[config.mk]
export PLATFORM = sky130hd
export DESIGN_NAME = ltl_report_collector_flat
export DESIGN_NICKNAME = d
export VERILOG_FILES = /design/src/rtl/ltl_report_pkg.sv /design/src/rtl/ltl_report_collector_if.sv /design/src/rtl/ltl_report_fifo.sv /design/src/rtl/ltl_report_collector.sv /design/src/flat_wrapper.sv
export SDC_FILE = /design/constraint.sdc
export NUM_CORES = 1
export LEC_CHECK = 0
export ABC_CLOCK_PERIOD_IN_PS = 8100
export CORE_MARGIN = 8
export CORE_UTILIZATION = 60
export DETAILED_ROUTE_END_ITERATION = 10
export PLACE_DENSITY = 0.81
export SLEW_MARGIN = 0
export SYNTH_ARGS = -nofsm -noshare
export SYNTH_HDL_FRONTEND = slang
export SYNTH_HIERARCHICAL = 1
export SYNTH_SLANG_ARGS = --single-unit
export TNS_END_PERCENT = 5
[constraint.sdc]
create_clock -name clk -period 8.1 [get_ports clk]
set_input_delay 1.215 -clock clk [delete_from_list [all_inputs] [get_ports clk]]
set_output_delay 1.215 -clock clk [all_outputs]
set_load 0.01 [all_outputs]
[src/rtl/ltl_report_pkg.sv]
// Shared constants and the default record layout for the LTL report collector.
package ltl_report_pkg;

    localparam int NUM_REPORTS_DEFAULT = 4;
    localparam int OFFSET_W_DEFAULT    = 32;
    localparam int DROP_CNT_W          = 16;
    localparam int SYMBOL_W            = 8;

    typedef struct packed {
        logic [OFFSET_W_DEFAULT-1:0]    offset;
        logic [NUM_REPORTS_DEFAULT-1:0] report;
        logic [SYMBOL_W-1:0]            symbol;
    } report_rec_t;

endpackage

[src/rtl/ltl_report_collector_if.sv]
// Record drain bus: the collector is the master (producer), the checker/host the slave.
interface ltl_report_collector_if
    import ltl_report_pkg::*;
#(
    parameter int NUM_REPORTS = NUM_REPORTS_DEFAULT,
    parameter int OFFSET_W    = OFFSET_W_DEFAULT
);
    logic                   out_valid;
    logic                   out_ready;
    logic [OFFSET_W-1:0]    out_offset;
    logic [NUM_REPORTS-1:0] out_report;
    logic [SYMBOL_W-1:0]    out_symbol;

    modport master (
        output out_valid,
        output out_offset,
        output out_report,
        output out_symbol,
        input  out_ready
    );

    modport slave (
        input  out_valid,
        input  out_offset,
        input  out_report,
        input  out_symbol,
        output out_ready
    );
endinterface

[src/rtl/ltl_report_fifo.sv]
// Synchronous FIFO of report records with flush; head is presented from the storage array.
module ltl_report_fifo
    import ltl_report_pkg::*;
#(
    parameter type rec_t = report_rec_t,
    parameter int  DEPTH = 8
) (
    input  logic                   clk,
    input  logic                   reset_n,
    input  logic                   flush,
    input  logic                   push,
    input  logic                   pop,
    input  rec_t                   wdata,
    output rec_t                   rdata,
    output logic                   full,
    output logic                   empty,
    output logic [$clog2(DEPTH):0] level
);
    localparam int          AW      = $clog2(DEPTH);
    localparam logic [AW:0] DEPTH_L = DEPTH[AW:0];
    localparam logic [AW:0] PTR_ONE = {{AW{1'b0}}, 1'b1};

    rec_t        mem_q [DEPTH];
    logic [AW:0] wr_ptr_q, wr_ptr_d;
    logic [AW:0] rd_ptr_q, rd_ptr_d;
    logic        do_push;
    logic        do_pop;

    // Pointers carry one extra wrap bit so full and empty are distinguishable.
    assign level   = wr_ptr_q - rd_ptr_q;
    assign empty   = (wr_ptr_q == rd_ptr_q);
    assign full    = (level == DEPTH_L);
    assign do_pop  = pop && !empty;
    assign do_push = push && (!full || do_pop);
    assign rdata   = empty ? '0 : mem_q[rd_ptr_q[AW-1:0]];

    // NOTE: every always_comb output gets a default first, so no path can infer a latch.
    always_comb begin
        wr_ptr_d = wr_ptr_q;
        rd_ptr_d = rd_ptr_q;
        if (flush) begin
            wr_ptr_d = '0;
            rd_ptr_d = '0;
        end else begin
            if (do_push) wr_ptr_d = wr_ptr_q + PTR_ONE;
            if (do_pop)  rd_ptr_d = rd_ptr_q + PTR_ONE;
        end
    end

    // NOTE: sequential state uses non-blocking assignments so all registers update together.
    always_ff @(posedge clk) begin
        if (!reset_n) begin
            wr_ptr_q <= '0;
            rd_ptr_q <= '0;
        end else begin
            wr_ptr_q <= wr_ptr_d;
            rd_ptr_q <= rd_ptr_d;
        end
    end

    // NOTE: storage is deliberately not reset; empty pointers and the rdata gate hide stale entries.
    always_ff @(posedge clk) begin
        if (do_push && !flush) mem_q[wr_ptr_q[AW-1:0]] <= wdata;
    end
endmodule

[src/rtl/ltl_report_collector.sv]
// Captures {offset, report vector, symbol} on every reporting run cycle and drains them over out_if.
// Optional: define REPORT_DEDUP_EN to record only onsets/changes of the report vector.
module ltl_report_collector
    import ltl_report_pkg::*;
#(
    parameter int NUM_REPORTS = NUM_REPORTS_DEFAULT,
    parameter int DEPTH       = 8,
    parameter int OFFSET_W    = OFFSET_W_DEFAULT
) (
    input  logic                     clk,
    input  logic                     reset_n,
    input  logic                     run,
    input  logic [SYMBOL_W-1:0]      symbols,
    input  logic [NUM_REPORTS-1:0]   report_in,
    input  logic                     clear,
    ltl_report_collector_if.master   out_if,
    output logic                     overflow,
    output logic [DROP_CNT_W-1:0]    drop_count,
    output logic [$clog2(DEPTH):0]   level
);
    typedef struct packed {
        logic [OFFSET_W-1:0]    offset;
        logic [NUM_REPORTS-1:0] report;
        logic [SYMBOL_W-1:0]    symbol;
    } rec_t;

    localparam logic [OFFSET_W-1:0]   OFF_ONE  = {{(OFFSET_W-1){1'b0}}, 1'b1};
    localparam logic [DROP_CNT_W-1:0] DROP_ONE = {{(DROP_CNT_W-1){1'b0}}, 1'b1};

    logic [OFFSET_W-1:0]   offset_q, offset_d;
    logic                  overflow_q, overflow_d;
    logic [DROP_CNT_W-1:0] drop_q, drop_d;
    logic                  is_new;
    logic                  capture;
    logic                  pop;
    logic                  drop;
    logic                  fifo_full;
    logic                  fifo_empty;
    rec_t                  wr_rec;
    rec_t                  rd_rec;

`ifdef REPORT_DEDUP_EN
    logic [NUM_REPORTS-1:0] last_report_q, last_report_d;

    // Tracks every run cycle, including silent ones, so a repeat after a gap is a fresh onset.
    always_comb begin
        last_report_d = last_report_q;
        if (clear)    last_report_d = '0;
        else if (run) last_report_d = report_in;
    end

    always_ff @(posedge clk) begin
        if (!reset_n) last_report_q <= '0;
        else          last_report_q <= last_report_d;
    end

    assign is_new = (report_in != last_report_q);
`else
    assign is_new = 1'b1;
`endif

    assign capture = run && (|report_in) && is_new;
    assign pop     = !fifo_empty && out_if.out_ready;
    assign drop    = capture && fifo_full && !pop;
    assign wr_rec  = '{offset: offset_q, report: report_in, symbol: symbols};

    ltl_report_fifo #(
        .rec_t (rec_t),
        .DEPTH (DEPTH)
    ) u_fifo (
        .clk     (clk),
        .reset_n (reset_n),
        .flush   (clear),
        .push    (capture),
        .pop     (out_if.out_ready),
        .wdata   (wr_rec),
        .rdata   (rd_rec),
        .full    (fifo_full),
        .empty   (fifo_empty),
        .level   (level)
    );

    always_comb begin
        offset_d   = offset_q;
        overflow_d = overflow_q;
        drop_d     = drop_q;
        if (clear) begin
            offset_d   = '0;
            overflow_d = 1'b0;
            drop_d     = '0;
        end else begin
            if (run) offset_d = offset_q + OFF_ONE;
            if (drop) begin
                overflow_d = 1'b1;
                if (drop_q != '1) drop_d = drop_q + DROP_ONE;
            end
        end
    end

    always_ff @(posedge clk) begin
        if (!reset_n) begin
            offset_q   <= '0;
            overflow_q <= 1'b0;
            drop_q     <= '0;
        end else begin
            offset_q   <= offset_d;
            overflow_q <= overflow_d;
            drop_q     <= drop_d;
        end
    end

    assign out_if.out_valid  = !fifo_empty;
    assign out_if.out_offset = rd_rec.offset;
    assign out_if.out_report = rd_rec.report;
    assign out_if.out_symbol = rd_rec.symbol;
    assign overflow          = overflow_q;
    assign drop_count        = drop_q;
endmodule
[src/flat_wrapper.sv]
// flat-port wrapper written by rule: the top's interface ports become plain ports
module ltl_report_collector_flat import ltl_report_pkg::*;
#(
    parameter int NUM_REPORTS = NUM_REPORTS_DEFAULT,
    parameter int DEPTH       = 8,
    parameter int OFFSET_W    = OFFSET_W_DEFAULT
)
  (clk, reset_n, run, symbols, report_in, clear, overflow, drop_count, level, out_if_out_valid, out_if_out_offset, out_if_out_report, out_if_out_symbol, out_if_out_ready);
  ltl_report_collector_if #(.NUM_REPORTS(NUM_REPORTS), .OFFSET_W(OFFSET_W)) out_if_i ();
  input  logic clk;
  input  logic reset_n;
  input  logic run;
  input  logic [SYMBOL_W-1:0] symbols;
  input  logic [NUM_REPORTS-1:0] report_in;
  input  logic clear;
  output logic overflow;
  output logic [DROP_CNT_W-1:0] drop_count;
  output logic [$clog2(DEPTH):0] level;
  output wire logic [$bits(out_if_i.out_valid)-1:0] out_if_out_valid;
  output wire logic [$bits(out_if_i.out_offset)-1:0] out_if_out_offset;
  output wire logic [$bits(out_if_i.out_report)-1:0] out_if_out_report;
  output wire logic [$bits(out_if_i.out_symbol)-1:0] out_if_out_symbol;
  input wire logic [$bits(out_if_i.out_ready)-1:0] out_if_out_ready;
  assign out_if_out_valid = out_if_i.out_valid;
  assign out_if_out_offset = out_if_i.out_offset;
  assign out_if_out_report = out_if_i.out_report;
  assign out_if_out_symbol = out_if_i.out_symbol;
  assign out_if_i.out_ready = out_if_out_ready;
  ltl_report_collector #(.NUM_REPORTS(NUM_REPORTS), .DEPTH(DEPTH), .OFFSET_W(OFFSET_W)) u_core (.clk(clk), .reset_n(reset_n), .run(run), .symbols(symbols), .report_in(report_in), .clear(clear), .out_if(out_if_i), .overflow(overflow), .drop_count(drop_count), .level(level));
endmodule
==> results.toml, run 1 <==
[detailed_routing]
drc = 0
post_drt_wl_per_cell_um = 23.6
vias = 8818
drtAntennaViolNets = 0
first_pass_iters = 5
drt-vias-per-instance = 6.30
routed_wl_um = 33100
drtIter0Drc = 689

[setup_path]
cp_slowest_stage_delay_ns = 0.95
crit_path_top_delay_cell = "dfxtp_4"
path_cells = "buf_4 -> mux4_2 -> mux2i_1 -> nor2_1 -> clkdlybuf4s50_1"
r2r_cells = 7
cp_max_fo = 45
reg2reg_slack_ns = 4.19
r2r_end = "u_core/drop_count[6]"
worstSetupEndpointType = "primary output"
start_kind = "flip-flop"
cp.required_ns = 6.88
r2r-start = "u_core/u_fifo/wr_ptr_q[0]"
worst-setup-path-type = "reg -> out"
endpoint = "out_if_out_symbol[6]"
cp.arrival_ns = 3.72

[finish]
stdcell_count = 1399
diodes = 0
drive_above_1_share = 0.186
syn2layout_area_growth_pct = 15.7
final_util = 0.709
layout_commonest_cell = "edfxtp_1"
final_cell_mix = "edfxtp_1 (352), mux4_2 (88), clkdlybuf4s50_1 (82)"
final_nets = 1051

[placed_design]
io_buffers = 82
place_inst = 1324
hpwlAfterDp_um = 17700
place_ws_ns = 3.59
routabilityCongestion = 0.777

[timing]
fin_tns_setup_ns = 0
fin_crit_sh = 0.609
tightestPinTransition_ns = 1.17
setup_ws_ns = 3.17
setup_viol = 0
slew_headroom = 0.217
fmax_ghz = 0.203
finalMaxSlewViolations = 0
finClkSkew_ns = 0.0127
grt_setup_unrepaired = "no"
hold_violations = 0
fin_crit_ns = 4.93

[logic_synthesis]
ys_seq_area_frac = 0.713
synth_ff_type = "edfxtp_1"
async_reset_ff_frac = 0
syn_inst = 934
ys_warn_count = 6
synth-seq-cells = 412
synth_cell_type_count = 55
syn_area_um2 = 16500
avgSynthCellArea_um2 = 17.7
syn-num-nets = 959
synth_edf_count = 352

[grt]
grt_pass1_vias = 9117
grt_first_pass_wirelength_um = 51200
track_usage = 0.199
grt_max_degree = 67
antenna_found_initial = 0
grt-ovfl-total = 0

[clock_network]
path_clk_slew_ns = 0.06
root_buffer = "clkbuf_16"
clk_latency_ns = 0.52
cts_buffer_depth = 3
htree_levels = 2
cts_buffers = 41
cts_tree = "done"
cts_resized = 0
cts_num_sinks = 412
post_cts_buffers = 0
cts_hold_buf = 0

[outcome]
status = "complete, no violations"

[floorplanning]
boundaryPins = 83
core-area_um2 = 27000
die-area_um2 = 33100
die_h_um = 182
start_util = 0.612
fp.dieW_um = 182
rows = 60

[power]
powerDensity_nw_per_um2 = 229
p_leak_uw = 0.00598
irDropWorstVdd_mv = 0.160

[flow_run]
drv_cap = 0

[hold_path]
hp-class = "reg -> reg"
area by class of cell:
class	count	area, um^2
multi-input combinational	457	4480
fill	1608	7850
clock inverter	23	280
tap	341	427
timing repair buffer	98	941
inverter	16	61.3
clock buffer	52	1130
sequential	412	11800
synthesized netlist by cell type, types with 3 or more instances:
cell type | instances | area, um^2
edfxtp_1 | 352 | 10600
mux4_2 | 88 | 1980
nor2_1 | 67 | 251
dfxtp_1 | 60 | 1200
mux2i_1 | 51 | 510
a21oi_1 | 33 | 165
nand2_1 | 32 | 120
clkbuf_1 | 24 | 90.1
nand3_1 | 22 | 110
or4_1 | 22 | 165
o31ai_1 | 19 | 143
inv_1 | 15 | 56.3
buf_2 | 14 | 70.1
nand4_1 | 12 | 75.1
and4_1 | 11 | 96.3
nor4_1 | 8 | 50.1
xnor2_1 | 8 | 70.1
and3_1 | 7 | 43.8
ha_1 | 7 | 87.6
nand2b_1 | 7 | 43.8
o21ai_0 | 7 | 35.0
xor2_1 | 7 | 61.3
nor3_1 | 6 | 30.0
and2_1 | 5 | 31.3
buf_1 | 5 | 18.8
or3_1 | 5 | 31.3
buf_4 | 3 | 22.5
buf_6 | 3 | 33.8
nor3b_1 | 3 | 22.5
report_power, final:
| group | internal (uW) | total (uW) | leakage, uW | switching (uW) |
|---|---|---|---|---|
| Sequential | 2290 | 2300 | 0.00385 | 8.49 |
| Combinational | 63.4 | 133 | 0.00144 | 70.0 |
| Clock | 1180 | 1940 | 0.000687 | 756 |
per-layer routing:
metal | vias to the layer above | track usage | part of all wire
met5 | - | 0 | 0
met4 | 0 | 0.0564 | 0.018
met3 | 54 | 0.0427 | 0.068
met2 | 343 | 0.338 | 0.51
met1 | 4480 | 0.257 | 0.41
li1 | 3941 | - | -
metrics by stage:
stage / power, uW / hold WS (ns) / area (um^2)
detailed placement: 2480 / 0.502 / 17700
global route: 4490 / 0.539 / 19100
floorplan: 2420 / 0.476 / 16500
finish: 4370 / 0.507 / 19100
global placement: 2480 / 0.454 / 17700
CTS: 4410 / 0.511 / 19100
kinds of logic after synthesis:
family | share of synthesized area
compound gates | 0.0290
xor+xnor | 0.00796
fa+ha+maj | 0.00652
buf+inv | 0.0180
flops | 0.713
mux | 0.151
simple gates | 0.0744
worst min-delay path by stage:
stage                               from                   endpoint  slack, ns  cells after the start
5_1_grt        u_core/u_fifo/wr_ptr_q[3]  u_core/u_fifo/wr_ptr_q[3]       0.54                      2
3_3_place_gp             u_core/overflow            u_core/overflow       0.45                      2
2_1_floorplan  u_core/u_fifo/wr_ptr_q[3]  u_core/u_fifo/wr_ptr_q[3]       0.48                      2
3_5_place_dp        u_core/drop_count[4]       u_core/drop_count[4]       0.50                      2
4_1_cts             u_core/drop_count[4]       u_core/drop_count[4]       0.51                      2
6_report            u_core/drop_count[4]       u_core/drop_count[4]       0.51                      2
critical path: cells and delay by family, from the launching register on:
kind	cells	cell delay, ns
simple gates	1	0.06
flops	1	0.95
mux	2	0.80
buf+inv	2	1.35
registers in the layout, summed over array words and instances, names as in the netlist, named ones only:
signal                  cells
u_core/u_fifo/wr_ptr_q      4
u_core/u_fifo/rd_ptr_q      4
u_core/drop_count          16
u_core/offset_q            32
u_core/u_fifo/mem_q       352
u_core/overflow             1
(Power assumes the default switching activity.)
==> run 2: changes to the inputs <==
--- a/config.mk
+++ b/config.mk
@@ -5,11 +5,11 @@
 export SDC_FILE = /design/constraint.sdc
 export NUM_CORES = 1
 export LEC_CHECK = 0
-export ABC_CLOCK_PERIOD_IN_PS = 8100
+export ABC_CLOCK_PERIOD_IN_PS = 4400
 export CORE_MARGIN = 8
-export CORE_UTILIZATION = 60
+export CORE_UTILIZATION = 54
 export DETAILED_ROUTE_END_ITERATION = 10
-export PLACE_DENSITY = 0.81
+export PLACE_DENSITY = 0.77
 export SLEW_MARGIN = 0
 export SYNTH_ARGS = -nofsm -noshare
 export SYNTH_HDL_FRONTEND = slang
==> constraint.sdc (replaced) <==
create_clock -name clk -period 4.4 [get_ports clk]
set_input_delay 0.66 -clock clk [delete_from_list [all_inputs] [get_ports clk]]
set_output_delay 0.66 -clock clk [all_outputs]
set_load 0.01 [all_outputs]
==> results.toml, run 2 (synthesized netlist as in run 1, its figures left out) <==
[outcome]
status = "complete, no violations"

[timing]
setup_viol = 0
grt_setup_unrepaired = "no"
fmax_ghz = 0.280
tightestPinTransition_ns = 1.03
fin_tns_setup_ns = 0
fin_crit_sh = 0.810
finalMaxSlewViolations = 0
hold_violations = 0
setup_ws_ns = 0.834
finClkSkew_ns = 0.0160
whs_ns = 0.472
fin_crit_ns = 3.57
slew_headroom = 0.316

[detailed_routing]
drc = 0
drtIter0Drc = 657
drt-vias-per-instance = 6.03
vias = 8840
drtAntennaViolNets = 0
post_drt_wl_per_cell_um = 22.6
first_pass_iters = 5
routed_wl_um = 33200

[setup_path]
cp.arrival_ns = 2.91
worst-setup-path-type = "reg -> out"
start_kind = "flip-flop"
worstSetupEndpointType = "primary output"
cp.required_ns = 3.74
cp_max_fo = 16

[floorplanning]
fp.dieW_um = 191
core-area_um2 = 30300
die-area_um2 = 36400
boundaryPins = 83
rows = 64
die_h_um = 191
start_util = 0.544

[placed_design]
hpwlAfterDp_um = 19700
place_ws_ns = 0.909
io_buffers = 82
routabilityCongestion = 0.816
place_inst = 1388

[flow_run]
drv_cap = 0

[power]
p_leak_uw = 0.00599
irDropWorstVdd_mv = 0.232
powerDensity_nw_per_um2 = 405

[clock_network]
clk_latency_ns = 0.53
cts_buffers = 42
cts_buffer_depth = 3
htree_levels = 2
cts_resized = 0
root_buffer = "clkbuf_16"
cts_hold_buf = 0
cts_num_sinks = 412
cts_tree = "done"
post_cts_buffers = 0
path_clk_slew_ns = 0.06

[finish]
final_cell_mix = "edfxtp_1 (352), mux4_2 (88), clkdlybuf4s50_1 (82)"
diodes = 0
syn2layout_area_growth_pct = 16.3
largest_reg_flops = 352
drive_above_1_share = 0.187
stdcell_count = 1466
layout_commonest_cell = "edfxtp_1"
final_nets = 1061

[grt]
grt_pass1_vias = 9012
grt_max_degree = 45
grt-ovfl-total = 0
track_usage = 0.182
top_usage_layer = "met2"
grt_first_pass_wirelength_um = 51700
use_met3 = 0.0320
antenna_found_initial = 0
grtUsageMet1 = 0.241
met2_usage = 0.309

[hold_path]
hp-class = "reg -> reg"
==> run 2: cell type report <==
type / count / area [um^2]
tap: 396 / 495
clock inverter: 22 / 156
clock buffer: 56 / 1130
sequential: 412 / 11800
fill: 2063 / 11200
inverter: 16 / 61.3
timing repair buffer: 107 / 1070
multi-input combinational: 457 / 4500
==> run 2: layer usage <==
layer  vias to the layer above  wire length [um]
met5                         -                 0
met4                         0               590
met3                        52              1850
met2                       267             16800
met1                      4556             13900
li1                       3965                 -
==> run 2: where the power goes <==
part / total, uW / switching, uW / internal [uW]
registers: 4240 / 11.7 / 4220
clock network: 3290 / 1410 / 1880
logic: 251 / 131 / 120
total: 7780 / 1550 / 6230
==> run 2: critical path: stages (launching register included) <==
cell and delay (ns):
dfxtp_1 0.49, inv_1 0.10, ha_1 0.34, and4_2 0.38, buf_4 0.25, nor2_1 0.23
clkdlybuf4s50_1 0.58
==> run 2: worst paths after layout <==
path | startpoint | endpoint | slack, ns | depth (start not counted)
setup / recovery | u_core/u_fifo/wr_ptr_q[0] | out_if_out_offset[31] | 0.83 | 6
hold / removal | u_core/overflow | u_core/overflow | 0.47 | 2
setup reg to reg | u_core/u_fifo/wr_ptr_q[1] | u_core/u_fifo/mem_q[4][27] | 0.90 | 8
hold reg to reg | u_core/overflow | u_core/overflow | 0.47 | 2
==> run 2: per-stage QoR <==
stage	instance area, um^2	total power [uW]	util
floorplan	16500	4450	-
global placement	17900	4570	0.590
detailed placement	17900	4570	0.590
CTS	19200	7850	0.632
global route	19200	8030	0.632
finish	19200	7780	0.632
